**src/rtl/counter_event_fifo_if.sv**
```systemverilog
// Event stream between the counter event FIFO and its environment.
//   sample_en / din : counter samples into the block
//   ev_valid / ev_data / ev_ready : valid/ready event output stream,
//                                   ev_data = {type[1:0], value[3:0]}
// master : the FIFO block itself (consumes samples, sources events)
// slave  : the environment (drives samples, sinks events)
interface counter_event_fifo_if;
  logic       sample_en;
  logic [3:0] din;
  logic       ev_valid;
  logic       ev_ready;
  logic [5:0] ev_data;

  modport master (
    input  sample_en, din, ev_ready,
    output ev_valid, ev_data
  );

  modport slave (
    output sample_en, din, ev_ready,
    input  ev_valid, ev_data
  );
endinterface

```
**src/rtl/counter_event_fifo.sv**
```systemverilog
// Watches samples of a 4-bit up/down counter, classifies each sample-to-
// sample transition and queues the interesting ones in a small event FIFO.
// Also keeps saturating counts of wrap-ups, wrap-downs and dropped events.
//
// Ports:
//   clk        : sole clock, rising edge
//   rst        : synchronous active-high reset
//   bus        : counter_event_fifo_if.master (samples in, event stream out)
//   level      : FIFO occupancy 0..DEPTH
//   up_wraps   : saturating count of 15->0 transitions
//   down_wraps : saturating count of 0->15 transitions
//   drop_cnt   : saturating count of events lost to a full FIFO
//
// Event types: 01 wrap-up, 10 wrap-down, 11 step error (jump other than
// -1/0/+1 mod 16 that is not a wrap).
module counter_event_fifo #(
  parameter int DEPTH = 8,
  parameter int CNT_W = 8
) (
  input  logic                     clk,
  input  logic                     rst,
  counter_event_fifo_if.master     bus,
  output logic [$clog2(DEPTH):0]   level,
  output logic [CNT_W-1:0]         up_wraps,
  output logic [CNT_W-1:0]         down_wraps,
  output logic [CNT_W-1:0]         drop_cnt
);

  localparam int AW = $clog2(DEPTH);
  localparam int LW = AW + 1;
  localparam logic [LW-1:0] FULL_LVL = LW'(DEPTH);

  typedef enum logic [1:0] {
    EV_NONE    = 2'b00,
    EV_WRAP_UP = 2'b01,
    EV_WRAP_DN = 2'b10,
    EV_STEP    = 2'b11
  } ev_type_e;

  typedef struct packed {
    ev_type_e   typ;
    logic [3:0] val;
  } ev_t;

  // sample history
  logic [3:0] prev;
  logic       prev_valid;

  // FIFO storage; contents are don't-care outside [rptr, rptr+level)
  ev_t           mem [DEPTH];
  logic [AW-1:0] wptr, rptr;

  ev_type_e   cls;
  logic [3:0] diff;
  logic       fire, empty, full, push, pop, drop;

  function automatic logic [CNT_W-1:0] sat_inc(input logic [CNT_W-1:0] c);
    return (&c) ? c : c + CNT_W'(1);
  endfunction

  // Wrap checks come first: 15->0 is a +1 step numerically but still an event.
  always_comb begin
    diff = bus.din - prev;
    cls  = EV_NONE;
    if (prev == 4'hF && bus.din == 4'h0)
      cls = EV_WRAP_UP;
    else if (prev == 4'h0 && bus.din == 4'hF)
      cls = EV_WRAP_DN;
    else if (diff != 4'h0 && diff != 4'h1 && diff != 4'hF)
      cls = EV_STEP;
  end

  assign fire  = bus.sample_en & prev_valid & (cls != EV_NONE);
  assign empty = (level == '0);
  assign full  = (level == FULL_LVL);
  assign pop   = ~empty & bus.ev_ready;
  // A same-cycle pop frees the head slot, so a full FIFO can still accept.
  assign push  = fire & (~full | pop);
  assign drop  = fire & full & ~pop;

  assign bus.ev_valid = ~empty;
  assign bus.ev_data  = empty ? 6'd0 : mem[rptr];

  always_ff @(posedge clk) begin
    if (rst) begin
      prev       <= '0;
      prev_valid <= 1'b0;
      wptr       <= '0;
      rptr       <= '0;
      level      <= '0;
      up_wraps   <= '0;
      down_wraps <= '0;
      drop_cnt   <= '0;
    end else begin
      if (bus.sample_en) begin
        prev       <= bus.din;
        prev_valid <= 1'b1;
      end
      if (push) wptr <= wptr + AW'(1);
      if (pop)  rptr <= rptr + AW'(1);
      case ({push, pop})
        2'b10:   level <= level + LW'(1);
        2'b01:   level <= level - LW'(1);
        default: level <= level;
      endcase
      // Wrap stats count detections, including ones that end up dropped.
      if (fire && cls == EV_WRAP_UP) up_wraps   <= sat_inc(up_wraps);
      if (fire && cls == EV_WRAP_DN) down_wraps <= sat_inc(down_wraps);
      if (drop)                      drop_cnt   <= sat_inc(drop_cnt);
    end
  end

  // Storage has no reset; occupancy tracking alone defines what is valid.
  always_ff @(posedge clk) begin
    if (!rst && push)
      mem[wptr] <= ev_t'{typ: cls, val: bus.din};
  end

endmodule

```
**src/flat_wrapper.sv**
```systemverilog
// flat-port wrapper written by rule: the top's interface ports become plain ports
module counter_event_fifo_flat 
#(
  parameter int DEPTH = 8,
  parameter int CNT_W = 8
)
  (clk, rst, level, up_wraps, down_wraps, drop_cnt, bus_sample_en, bus_din, bus_ev_ready, bus_ev_valid, bus_ev_data);
  counter_event_fifo_if bus_i ();
  input  logic clk;
  input  logic rst;
  output logic [$clog2(DEPTH):0] level;
  output logic [CNT_W-1:0] up_wraps;
  output logic [CNT_W-1:0] down_wraps;
  output logic [CNT_W-1:0] drop_cnt;
  input wire logic [$bits(bus_i.sample_en)-1:0] bus_sample_en;
  input wire logic [$bits(bus_i.din)-1:0] bus_din;
  input wire logic [$bits(bus_i.ev_ready)-1:0] bus_ev_ready;
  output wire logic [$bits(bus_i.ev_valid)-1:0] bus_ev_valid;
  output wire logic [$bits(bus_i.ev_data)-1:0] bus_ev_data;
  assign bus_i.sample_en = bus_sample_en;
  assign bus_i.din = bus_din;
  assign bus_i.ev_ready = bus_ev_ready;
  assign bus_ev_valid = bus_i.ev_valid;
  assign bus_ev_data = bus_i.ev_data;
  counter_event_fifo #(.DEPTH(DEPTH), .CNT_W(CNT_W)) u_core (.clk(clk), .rst(rst), .bus(bus_i), .level(level), .up_wraps(up_wraps), .down_wraps(down_wraps), .drop_cnt(drop_cnt));
endmodule
```
**config.mk**
```make
export PLATFORM = sky130hd
export DESIGN_NAME = counter_event_fifo_flat
export DESIGN_NICKNAME = d
export VERILOG_FILES = /design/src/rtl/counter_event_fifo_if.sv /design/src/rtl/counter_event_fifo.sv /design/src/flat_wrapper.sv
export SDC_FILE = /design/constraint.sdc
export NUM_CORES = 1
export LEC_CHECK = 0
export CAP_MARGIN = 15
export CORE_ASPECT_RATIO = 1.2
export CORE_UTILIZATION = 25
export DETAILED_ROUTE_END_ITERATION = 7
export SLEW_MARGIN = 5
export SYNTH_ARGS = -nofsm -noshare
export SYNTH_HDL_FRONTEND = slang
export SYNTH_SLANG_ARGS = --single-unit
```
**constraint.sdc**
```tcl
create_clock -name clk -period 5.35 [get_ports clk]
set_clock_uncertainty 0.2 [all_clocks]
set_input_delay 0.535 -clock clk [delete_from_list [all_inputs] [get_ports clk]]
set_output_delay 0.535 -clock clk [all_outputs]
set_load 0.005 [all_outputs]
```
==> results.py, run 1 <==
metrics = {
    "clock_tree": {
        "cts_root_buf": "clkbuf_16",
        "post_cts_resized": 0,
        "cts_setup_buffers": 0,
        "clock_latency_ps": 340,
        "clock_path_buffers": 2,
        "cts_hold_buf": 0,
        "numClockSinks": 90,
        "cts.clk_slew.worst_paths_ps": 70,
        "tritoncts": "done",
        "h-tree-depth": 3,
        "cts_buffers": 9,
    },
    "sta": {
        "max_slew_margin_pct": 37.86,
        "worst_slew_pin_slew_ps": 924.9,
        "rsz0062_at_grt": "no",
        "finalMaxSlewViolations": 0,
        "tns_ps": 0,
        "fmax_ghz": 0.2289,
        "final_hold_viol_count": 0,
        "hold_ws_ps": 299.3,
        "finalCriticalPeriod_ps": 4368,
        "setup_viol": 0,
        "period_share_pct": 81.65,
    },
    "detailed_routing": {
        "first_pass_iters": 4,
        "drt-initial-drc-count": 143,
        "route.met3.wl_um": 286,
        "met2_length_um": 4099,
        "wl_met1_um": 3863,
        "totalWireLength_um": 8386,
        "post_drt_wl_per_cell_um": 14.46,
        "num_vias": 2568,
        "ant_nets": 0,
        "route.detailed.drc": 0,
        "top_layer_used": "met4",
        "vias_per_cell": 4.428,
    },
    "place": {
        "placed_area_um2": 4679,
        "io_buffers": 42,
        "placed_cells": 564,
        "dpl.hpwl_um": 5858,
        "routabilityCongestion": 0.7482,
    },
    "yosys": {
        "ys_ff_latch": 90,
        "synth_cell_type_count": 42,
        "synth_nets": 338,
        "synth.yosys.seq_area_share_pct": 57.12,
        "synth_top_cell_by_area": "edfxtp_1",
        "syn-instance-count": 318,
        "syn_area_um2": 3995,
        "synthTopCellsByArea": "edfxtp_1, dfxtp_1, mux4_2",
        "synthArstFlopShare_pct": 0,
        "yosys_most_used_dff": "edfxtp_1",
        "yosys.area.top_type_share_pct": 36.08,
        "ys.warnings.count": 0,
        "synth-edff-count": 48,
        "syn_area_per_cell_um2": 12.56,
    },
    "status": {
        "status": "completed",
    },
    "power_and_ir_drop": {
        "leakagePower_nw": 1.712,
        "totalPowerFinal_mw": 1.984,
        "vdd_drop_max_mv": 0.1522,
        "power_density_nw_per_um2": 396.4,
    },
    "critical_path": {
        "r2r_slack_ps": 1450,
        "arrival_ps": 4440,
        "worstPathMaxFanout": 13,
        "crit_type": "in2reg",
        "start_kind": "primary input",
        "r2r-start": "u_core.prev[0]",
        "r2r_end": "u_core.level[3]",
        "r2r_cells": 14,
        "crit_required_ps": 5420,
        "end_kind": "flip-flop",
    },
    "worst_hold_path": {
        "whs_endpoint": "u_core.wptr[1]",
        "holdPathStages": 2,
        "hold_path.class": "reg2reg",
        "min_from": "u_core.wptr[1]",
    },
    "grt": {
        "grt_max_degree": 43,
        "grtUsageTotal_pct": 10.92,
        "grt_remaining_overflow": 0,
        "grt_pass1_vias": 2724,
        "antenna_found_initial": 0,
        "grt_pass1_wl_um": 14030,
    },
    "floorplanning": {
        "num_rows": 50,
        "core_um2": 15640,
        "io_pins": 43,
        "die_x_um": 117.4,
        "start_util_pct": 25.54,
        "dieHeight_um": 140.5,
        "dieArea_um2": 16490,
    },
    "final_layout": {
        "num_antenna_cells": 0,
        "final_cells": 580,
        "syn_to_final_growth_pct": 25.27,
        "fin_area_um2": 5005,
        "drive_gt1_share_pct": 11.56,
        "fin_nets": 387,
    },
    "flow_run": {
        "drv_cap": 0,
    },
}
==> kinds of logic after synthesis <==
| logic type | Yosys count | share of synthesized area (%) |
|---|---|---|
| AND/OR/NAND/NOR | 121 | 15.94 |
| adder cells (fa/ha/maj) | 12 | 4.134 |
| XOR/XNOR | 28 | 6.139 |
| multiplexers | 28 | 10.87 |
| flip-flops | 90 | 57.12 |
| AO/OA/AOI/OAI | 19 | 3.915 |
| buffers and inverters | 20 | 1.879 |
==> power by group <==
part	leakage (nW)	total [mW]	switching, mW	internal [mW]
registers	0.769	0.831	0.0673	0.764
logic	0.787	0.464	0.201	0.264
clock network	0.156	0.688	0.272	0.416
==> stage by stage <==
step	setup WS, ps	util, %
2_1_floorplan	1342	-
3_3_place_gp	697.2	29.92
3_5_place_dp	601.8	29.92
4_1_cts	969.9	32.00
5_1_grt	746.0	32.00
6_report	982.0	32.00
==> synthesized netlist by cell type (2+ instances only) <==
cell,n
nor2_1,54
edfxtp_1,48
dfxtp_1,42
xor2_1,19
nand2_1,18
mux2i_1,15
mux4_2,12
inv_1,11
ha_1,10
nand3_1,9
xnor2_1,9
clkbuf_1,8
nand4_1,8
a21oi_1,5
nor3_1,5
a21o_1,4
or3_1,4
and3_1,3
nand2b_1,3
and3b_1,2
fa_1,2
nand3b_1,2
nand4b_1,2
nor3_2,2
nor4_4,2
o2111ai_1,2
o21ai_0,2
==> placed cells by master, fill, tap and decap left out, types with 2 or more instances in the layout <==
cell type,count
o2111ai_1,2
bufinv_16,2
fa_1,2
nand2_1,18
o21ai_0,2
a21oi_1,5
nand3_1,9
dfxtp_1,42
clkbuf_16,9
edfxtp_1,48
nor2_1,54
nand3b_1,2
xor2_1,19
a21o_1,4
xnor2_1,9
mux2i_1,15
buf_4,5
nand4b_1,2
nor3_1,5
clkdlybuf4s50_1,42
nand4_1,8
nand2b_1,3
and3b_1,2
inv_6,2
and3_1,3
or3_1,4
ha_1,10
inv_1,11
nor4_4,2
mux4_2,12
nor3_2,2
==> layout make-up <==
class / instances / area, µm²
Clock buffer: 10 / 229.0
Inverter: 11 / 41.29
Tap cell: 208 / 260.3
Clock inverter: 6 / 96.34
Multi-Input combinational cell: 208 / 1638
Fill cell: 1613 / 10640
Timing Repair Buffer: 47 / 457.9
Sequential cell: 90 / 2282
==> metal layers <==
| metal | up-vias | global-route usage [%] |
|---|---|---|
| li1 | 1248 | - |
| met2 | 47 | 18.50 |
| met3 | 12 | 3.094 |
| met4 | 0 | 4.306 |
| met5 | - | 0 |
| met1 | 1261 | 13.03 |
==> state kept, by name, summed over array words and instances (netlist names), named ones only <==
register and flops:
u_core.mem 48, u_core.down_wraps 8, u_core.up_wraps 8, u_core.prev 4, u_core.prev_valid 1, u_core.drop_cnt 8
u_core.rptr 3, u_core.wptr 3, u_core.level 4
==> worst max-delay path by stage <==
stage	start	endpoint	cells past startpoint
2_1_floorplan	bus_din[0]	u_core.level[3]	15
3_3_place_gp	bus_din[1]	u_core.level[3]	15
3_5_place_dp	bus_din[1]	u_core.level[3]	15
4_1_cts	bus_din[1]	u_core.level[3]	15
5_1_grt	bus_din[1]	u_core.level[3]	15
6_report	bus_din[1]	u_core.level[3]	15
==> worst max-delay path, stage by stage <==
cell and delay (ps):
clkdlybuf4s50_1 690, inv_1 120, fa_1 440, xor2_1 180
or3_1 350, a2111oi_2 430, nor3_2 80, or2_2 310
inv_1 80, ha_1 230, a21o_1 180, a21o_1 180
or3_1 330, and3b_1 190, nor3_2 130
Note: power is estimated with default switching activity, not from simulation.
==> inputs of run 2 (changes only) <==
==> constraint.sdc (replaced) <==
create_clock -name clk -period 3.8 [get_ports clk]
set_clock_uncertainty 0.2 [all_clocks]
set_input_delay 0.38 -clock clk [delete_from_list [all_inputs] [get_ports clk]]
set_output_delay 0.38 -clock clk [all_outputs]
set_load 0.005 [all_outputs]
==> run 2 against run 1 <==
Effect of this change: utilization up 0.99 points; total power up 37%; wire length up 1.1%; global-route usage down 0.13 points; non-clock buffer count up 21; clock power up 20%; critical endpoint unchanged.
==> results.py, run 2 (synthesized netlist as in run 1, its figures left out) <==
metrics = {
    "detailed_routing": {
        "route.detailed.drc": 0,
        "first_pass_iters": 4,
        "vias_per_cell": 4.341,
        "drt-initial-drc-count": 95,
        "ant_nets": 0,
        "post_drt_wl_per_cell_um": 14.10,
        "num_vias": 2609,
        "totalWireLength_um": 8475,
    },
    "final_layout": {
        "syn_to_final_growth_pct": 29.16,
        "layout_commonest_cell": "nor2_1",
        "fill_cells": 1592,
        "num_antenna_cells": 0,
        "final_cell_mix": "nor2_1, edfxtp_1, dfxtp_1, clkdlybuf4s50_1, buf_4",
        "largest-register": "u_core.mem",
        "final_cells": 601,
        "drive_gt1_share_pct": 17.81,
        "largest_reg_flops": 48,
        "fin_nets": 408,
    },
    "power_and_ir_drop": {
        "totalPowerFinal_mw": 2.713,
        "leakagePower_nw": 1.811,
        "power_density_nw_per_um2": 525.8,
        "vdd_drop_max_mv": 0.2698,
    },
    "place": {
        "routabilityCongestion": 0.7220,
        "dpl.hpwl_um": 6100,
        "io_buffers": 42,
        "dpl_worst_slack_ps": -548.7,
        "placed_cells": 585,
    },
    "floorplanning": {
        "dieArea_um2": 16490,
        "core_um2": 15640,
        "die_x_um": 117.4,
        "start_util_pct": 25.54,
        "num_rows": 50,
        "io_pins": 43,
        "dieHeight_um": 140.5,
    },
    "flow_run": {
        "drv_cap": 0,
    },
    "worst_hold_path": {
        "whs_endpoint": "u_core.wptr[1]",
        "hold_path.class": "reg2reg",
        "min_from": "u_core.wptr[1]",
        "holdPathStages": 2,
    },
    "critical_path": {
        "end_kind": "flip-flop",
        "crit_type": "reg2reg",
        "arrival_ps": 3690,
        "r2r_slack_ps": 170,
        "r2r_cells": 14,
        "r2r_end": "u_core.level[3]",
        "r2r-start": "u_core.prev[2]",
        "start_kind": "flip-flop",
        "crit_required_ps": 3860,
        "worstPathMaxFanout": 4,
    },
    "clock_tree": {
        "cts_buffers": 9,
        "clock_path_buffers": 2,
        "h-tree-depth": 3,
        "cts.clk_slew.worst_paths_ps": 70,
        "cts_root_buf": "clkbuf_16",
        "numClockSinks": 90,
        "cts_setup_buffers": 0,
        "cts_hold_buf": 0,
        "clock_latency_ps": 340,
        "tritoncts": "done",
    },
    "sta": {
        "max_slew_margin_pct": 32.90,
        "setup_viol": 0,
        "period_share_pct": 95.55,
        "final_hold_viol_count": 0,
        "fmax_ghz": 0.2754,
        "rsz0062_at_grt": "no",
        "tns_ps": 0,
        "finalCriticalPeriod_ps": 3631,
        "setup_ws_ps": 169.1,
        "worst_slew_pin_slew_ps": 998.8,
        "finalMaxSlewViolations": 0,
    },
    "grt": {
        "grt_pass1_wl_um": 13880,
        "grtUsageTotal_pct": 10.79,
        "grt_remaining_overflow": 0,
        "grt_max_degree": 42,
        "grt_pass1_vias": 2743,
        "antenna_found_initial": 0,
    },
    "status": {
        "status": "completed",
    },
}
## run 2: cell count changes in the layout (fill, tap and decap cells not counted), moves of 2 or more
cell,change
bufinv_16,-2
ha_1,-2
clkdlybuf4s50_1,-3
buf_4,+21
clkinv_4,+3
## run 2: how the worst max path moves through the flow
stage                              start              end  depth (start not counted)
after detailed placement      bus_din[0]  u_core.level[3]                         16
after CTS                     bus_din[2]  u_core.level[3]                         14
final                     u_core.prev[2]  u_core.level[3]                         14
after global placement        bus_din[0]  u_core.level[3]                         16
after global routing      u_core.prev[2]  u_core.level[3]                         14
after floorplan               bus_din[0]  u_core.level[3]                         15
## run 2: routing by layer
metal / track usage, % / share of wire (%) / up-vias
li1: - / - / 1286
met4: 3.964 / 1.3 / 0
met5: 0 / 0 / -
met2: 19.31 / 52 / 46
met1: 11.83 / 42 / 1268
met3: 3.542 / 5.3 / 9
## run 2: final cells by class
type                            instances  area [µm²]  area share, %
Multi-Input combinational cell        208        1680          32.57
Clock buffer                           10       229.0          4.437
Sequential cell                        90        2283          44.25
Clock inverter                          6       48.80         0.9457
Tap cell                              208       260.3          5.044
Inverter                               11       41.29         0.8002
Timing Repair Buffer                   68       616.8          11.95
## run 2: where the power goes
| group | switching [mW] | internal, mW | leakage, nW |
|---|---|---|---|
| registers | 0.0585 | 1.08 | 0.770 |
| logic | 0.325 | 0.426 | 0.904 |
| clock network | 0.378 | 0.450 | 0.137 |
## run 2: critical path, stage by stage, from the launching register on
cell,delay (ps)
dfxtp_1,330
inv_1,150
ha_4,240
and3b_1,200
or3_4,410
a2111oi_4,340
nor3_2,90
or2_2,290
inv_1,80
ha_1,220
a21o_1,170
a21o_1,180
or3_1,330
and3b_1,190
nor3_2,150
## run 2: per-stage QoR
stage / hold slack, ps / cell area [µm²] / utilization, %
3_3_place_gp: 273.9 / 4850 / 31.01
2_1_floorplan: 261.6 / 4008 / -
5_1_grt: 329.4 / 5160 / 32.99
3_5_place_dp: 288.2 / 4850 / 31.01
6_report: 297.1 / 5160 / 32.99
4_1_cts: 297.9 / 5144 / 32.89
## run 2: repair_timing
| item | in CTS | in global routing |
|---|---|---|
| cloned | 0 | 0 |
| endpoints found under the setup margin | 1 | 1 |
| gates resized for setup | 5 | 5 |
| pin swaps | 1 | 2 |
==> inputs of run 3 (changes only) <==
--- a/config.mk
+++ b/config.mk
@@ -5,6 +5,7 @@
 export SDC_FILE = /design/constraint.sdc
 export NUM_CORES = 1
 export LEC_CHECK = 0
+export ABC_AREA = 1
 export CAP_MARGIN = 15
 export CORE_ASPECT_RATIO = 1.2
 export CORE_UTILIZATION = 25
==> run 3 against run 2 <==
Effect of this change: final area rose by 0.65%; wire length rose by 12%; register-to-register slack improved by 610 ps; clock-buffer cell count did not move; maximum frequency rose by 8.3%; die area rose by 4.5%; setup slack improved by 280 ps; total power rose by 2.8%.
==> results.py, run 3 <==
metrics = {
    "sta": {
        "max_slew_margin_pct": 57.89,
        "finalCriticalPeriod_ps": 3352,
        "worst_slew_pin_slew_ps": 630.9,
        "period_share_pct": 88.20,
        "finalMaxSlewViolations": 0,
        "setup_viol": 0,
        "fmax_ghz": 0.2984,
        "rsz0062_at_grt": "no",
        "final_hold_viol_count": 0,
        "tns_ps": 0,
    },
    "critical_path": {
        "arrival_ps": 3380,
        "crit_required_ps": 3830,
        "worstPathMaxFanout": 7,
        "start_kind": "primary input",
        "crit_type": "in2reg",
        "end_kind": "flip-flop",
    },
    "final_layout": {
        "area.sequential_um2": 2282,
        "largest-register": "u_core.mem",
        "final_cell_mix": "nand2_1, nor2_1, edfxtp_1, inv_1, o21ai_0",
        "num_antenna_cells": 0,
        "fin_nets": 533,
        "layout_commonest_cell": "nand2_1",
        "utilization_pct": 31.92,
        "multiInputGateArea_um2": 1653,
        "fin_area_um2": 5194,
        "syn_to_final_growth_pct": 24.36,
        "drive_gt1_share_pct": 10.04,
        "largest_reg_flops": 48,
        "fill_cells": 1696,
    },
    "place": {
        "io_buffers": 42,
        "dpl.hpwl_um": 6723,
        "routabilityCongestion": 0.8686,
        "placed_area_um2": 4916,
    },
    "clock_tree": {
        "tritoncts": "done",
        "cts_hold_buf": 0,
        "clock_latency_ps": 340,
        "cts_root_buf": "clkbuf_16",
        "h-tree-depth": 3,
        "post_cts_resized": 0,
        "cts_setup_buffers": 0,
        "clock_path_buffers": 2,
        "cts_buffers": 9,
        "cts.clk_slew.worst_paths_ps": 60,
        "numClockSinks": 90,
    },
    "yosys": {
        "yosys_most_used_dff": "edfxtp_1",
        "syn_area_per_cell_um2": 9.119,
        "netlist_top_cells_count": "nand2_1, nor2_1, edfxtp_1",
        "ys_ff_latch": 90,
        "yosysMostFrequentCell": "nand2_1",
        "synth.yosys.seq_area_share_pct": 54.64,
        "syn-instance-count": 458,
        "synth_cell_type_count": 35,
        "yosys.area.top_type_share_pct": 34.51,
        "synthArstFlopShare_pct": 0,
        "synth-edff-count": 48,
        "ys.warnings.count": 0,
        "syn_area_um2": 4177,
        "synthTopCellsByArea": "edfxtp_1, dfxtp_1, nand2_1",
        "synth_nets": 478,
        "synth_top_cell_by_area": "edfxtp_1",
    },
    "floorplanning": {
        "num_rows": 51,
        "die_x_um": 120.0,
        "core_um2": 16270,
        "dieArea_um2": 17230,
        "start_util_pct": 25.67,
        "io_pins": 43,
        "dieHeight_um": 143.6,
    },
    "grt": {
        "grt_max_degree": 25,
        "grt_pass1_vias": 3263,
        "antenna_found_initial": 0,
        "grt_remaining_overflow": 0,
        "grtUsageTotal_pct": 11.77,
        "grt_pass1_wl_um": 15910,
    },
    "status": {
        "status": "completed",
    },
    "detailed_routing": {
        "post_drt_wl_per_cell_um": 12.98,
        "num_vias": 3278,
        "drt-initial-drc-count": 213,
        "first_pass_iters": 4,
        "vias_per_cell": 4.490,
        "route.detailed.drc": 0,
        "totalWireLength_um": 9474,
        "ant_nets": 0,
    },
    "flow_run": {
        "drv_cap": 0,
    },
    "power_and_ir_drop": {
        "leakagePower_nw": 1.901,
        "vdd_drop_max_mv": 0.2347,
        "power_density_nw_per_um2": 537.0,
    },
    "worst_hold_path": {
        "hold_path.class": "reg2reg",
    },
}
-- run 3: cell count changes in the layout (fill, tap and decap cells not counted), sizes merged, moves of 15 or more --
| cell | delta |
|---|---|
| mux2i | -16 |
| o21ai | +47 |
| inv | +41 |
| nand2 | +57 |
| xor2 | -15 |
| a21oi | +28 |
-- run 3: metal layers --
layer	track usage, %	part of all wire [%]	wire [µm]
met2	19.99	48	4588
met1	14.32	46	4316
met4	4.145	1.8	169
met3	3.056	4.2	399
met5	0	0	0
-- run 3: area by class of cell --
class	count	area share, %
clock inverters	6	0.9395
repair buffers	55	9.974
flip-flops and latches	90	43.94
multi-input cells	305	31.82
clock buffers	10	4.409
inverters	52	3.806
well taps	212	5.107
-- run 3: through the flow --
| stage | instances | hold slack (ps) | setup slack (ps) | power, mW |
|---|---|---|---|---|
| after floorplan | 458 | 233.4 | 886.4 | 1.626 |
| after global placement | 714 | 248.2 | 197.9 | 1.959 |
| after detailed placement | 714 | 253.5 | 97.80 | 1.983 |
| after CTS | 730 | 270.6 | 457.5 | 2.821 |
| after global routing | 730 | 298.4 | 240.1 | 2.950 |
| final | 730 | 265.7 | 448.3 | 2.789 |
-- run 3: kinds of logic (layout without fill, tap and decap cells) --
| group | Yosys count | in the layout | share of synthesized area, % |
|---|---|---|---|
| AND/OR/NAND/NOR | 184 | 184 | 20.97 |
| adder cells (fa/ha/maj) | 12 | 12 | 3.955 |
| XOR/XNOR | 11 | 11 | 2.307 |
| flip-flops | 90 | 90 | 54.64 |
| AO/OA/AOI/OAI | 98 | 98 | 12.34 |
| buffers and inverters | 63 | 123 | 5.782 |
-- run 3: path summary, 6_finish.rpt --
path | to | start | slack (ps) | depth (start not counted)
worst min register to register | u_core.prev_valid | u_core.prev_valid | 270 | 2
worst max register to register | u_core.level[3] | u_core.prev[0] | 780 | 18
worst max-delay path | u_core.level[3] | bus_din[0] | 450 | 20
worst min-delay path | u_core.prev_valid | u_core.prev_valid | 270 | 2
-- run 3: worst max-delay path: stages --
cell	delay [ps]
clkdlybuf4s50_1	520
inv_1	100
ha_1	230
fa_1	380
xor2_1	190
nand2_1	80
nand3_2	100
nand4_4	110
nand2_4	170
nand2_4	110
inv_1	110
ha_1	260
nand2_1	80
nand2_1	50
a31oi_1	170
inv_1	70
nand2_1	90
nand3_1	80
nand2_1	70
nor2_1	40
-- run 3: where the power goes --
part           internal (mW)  switching, mW  total [mW]
Sequential              1.08         0.0595        1.14
Combinational          0.339          0.473       0.812
Clock                  0.450          0.385       0.835
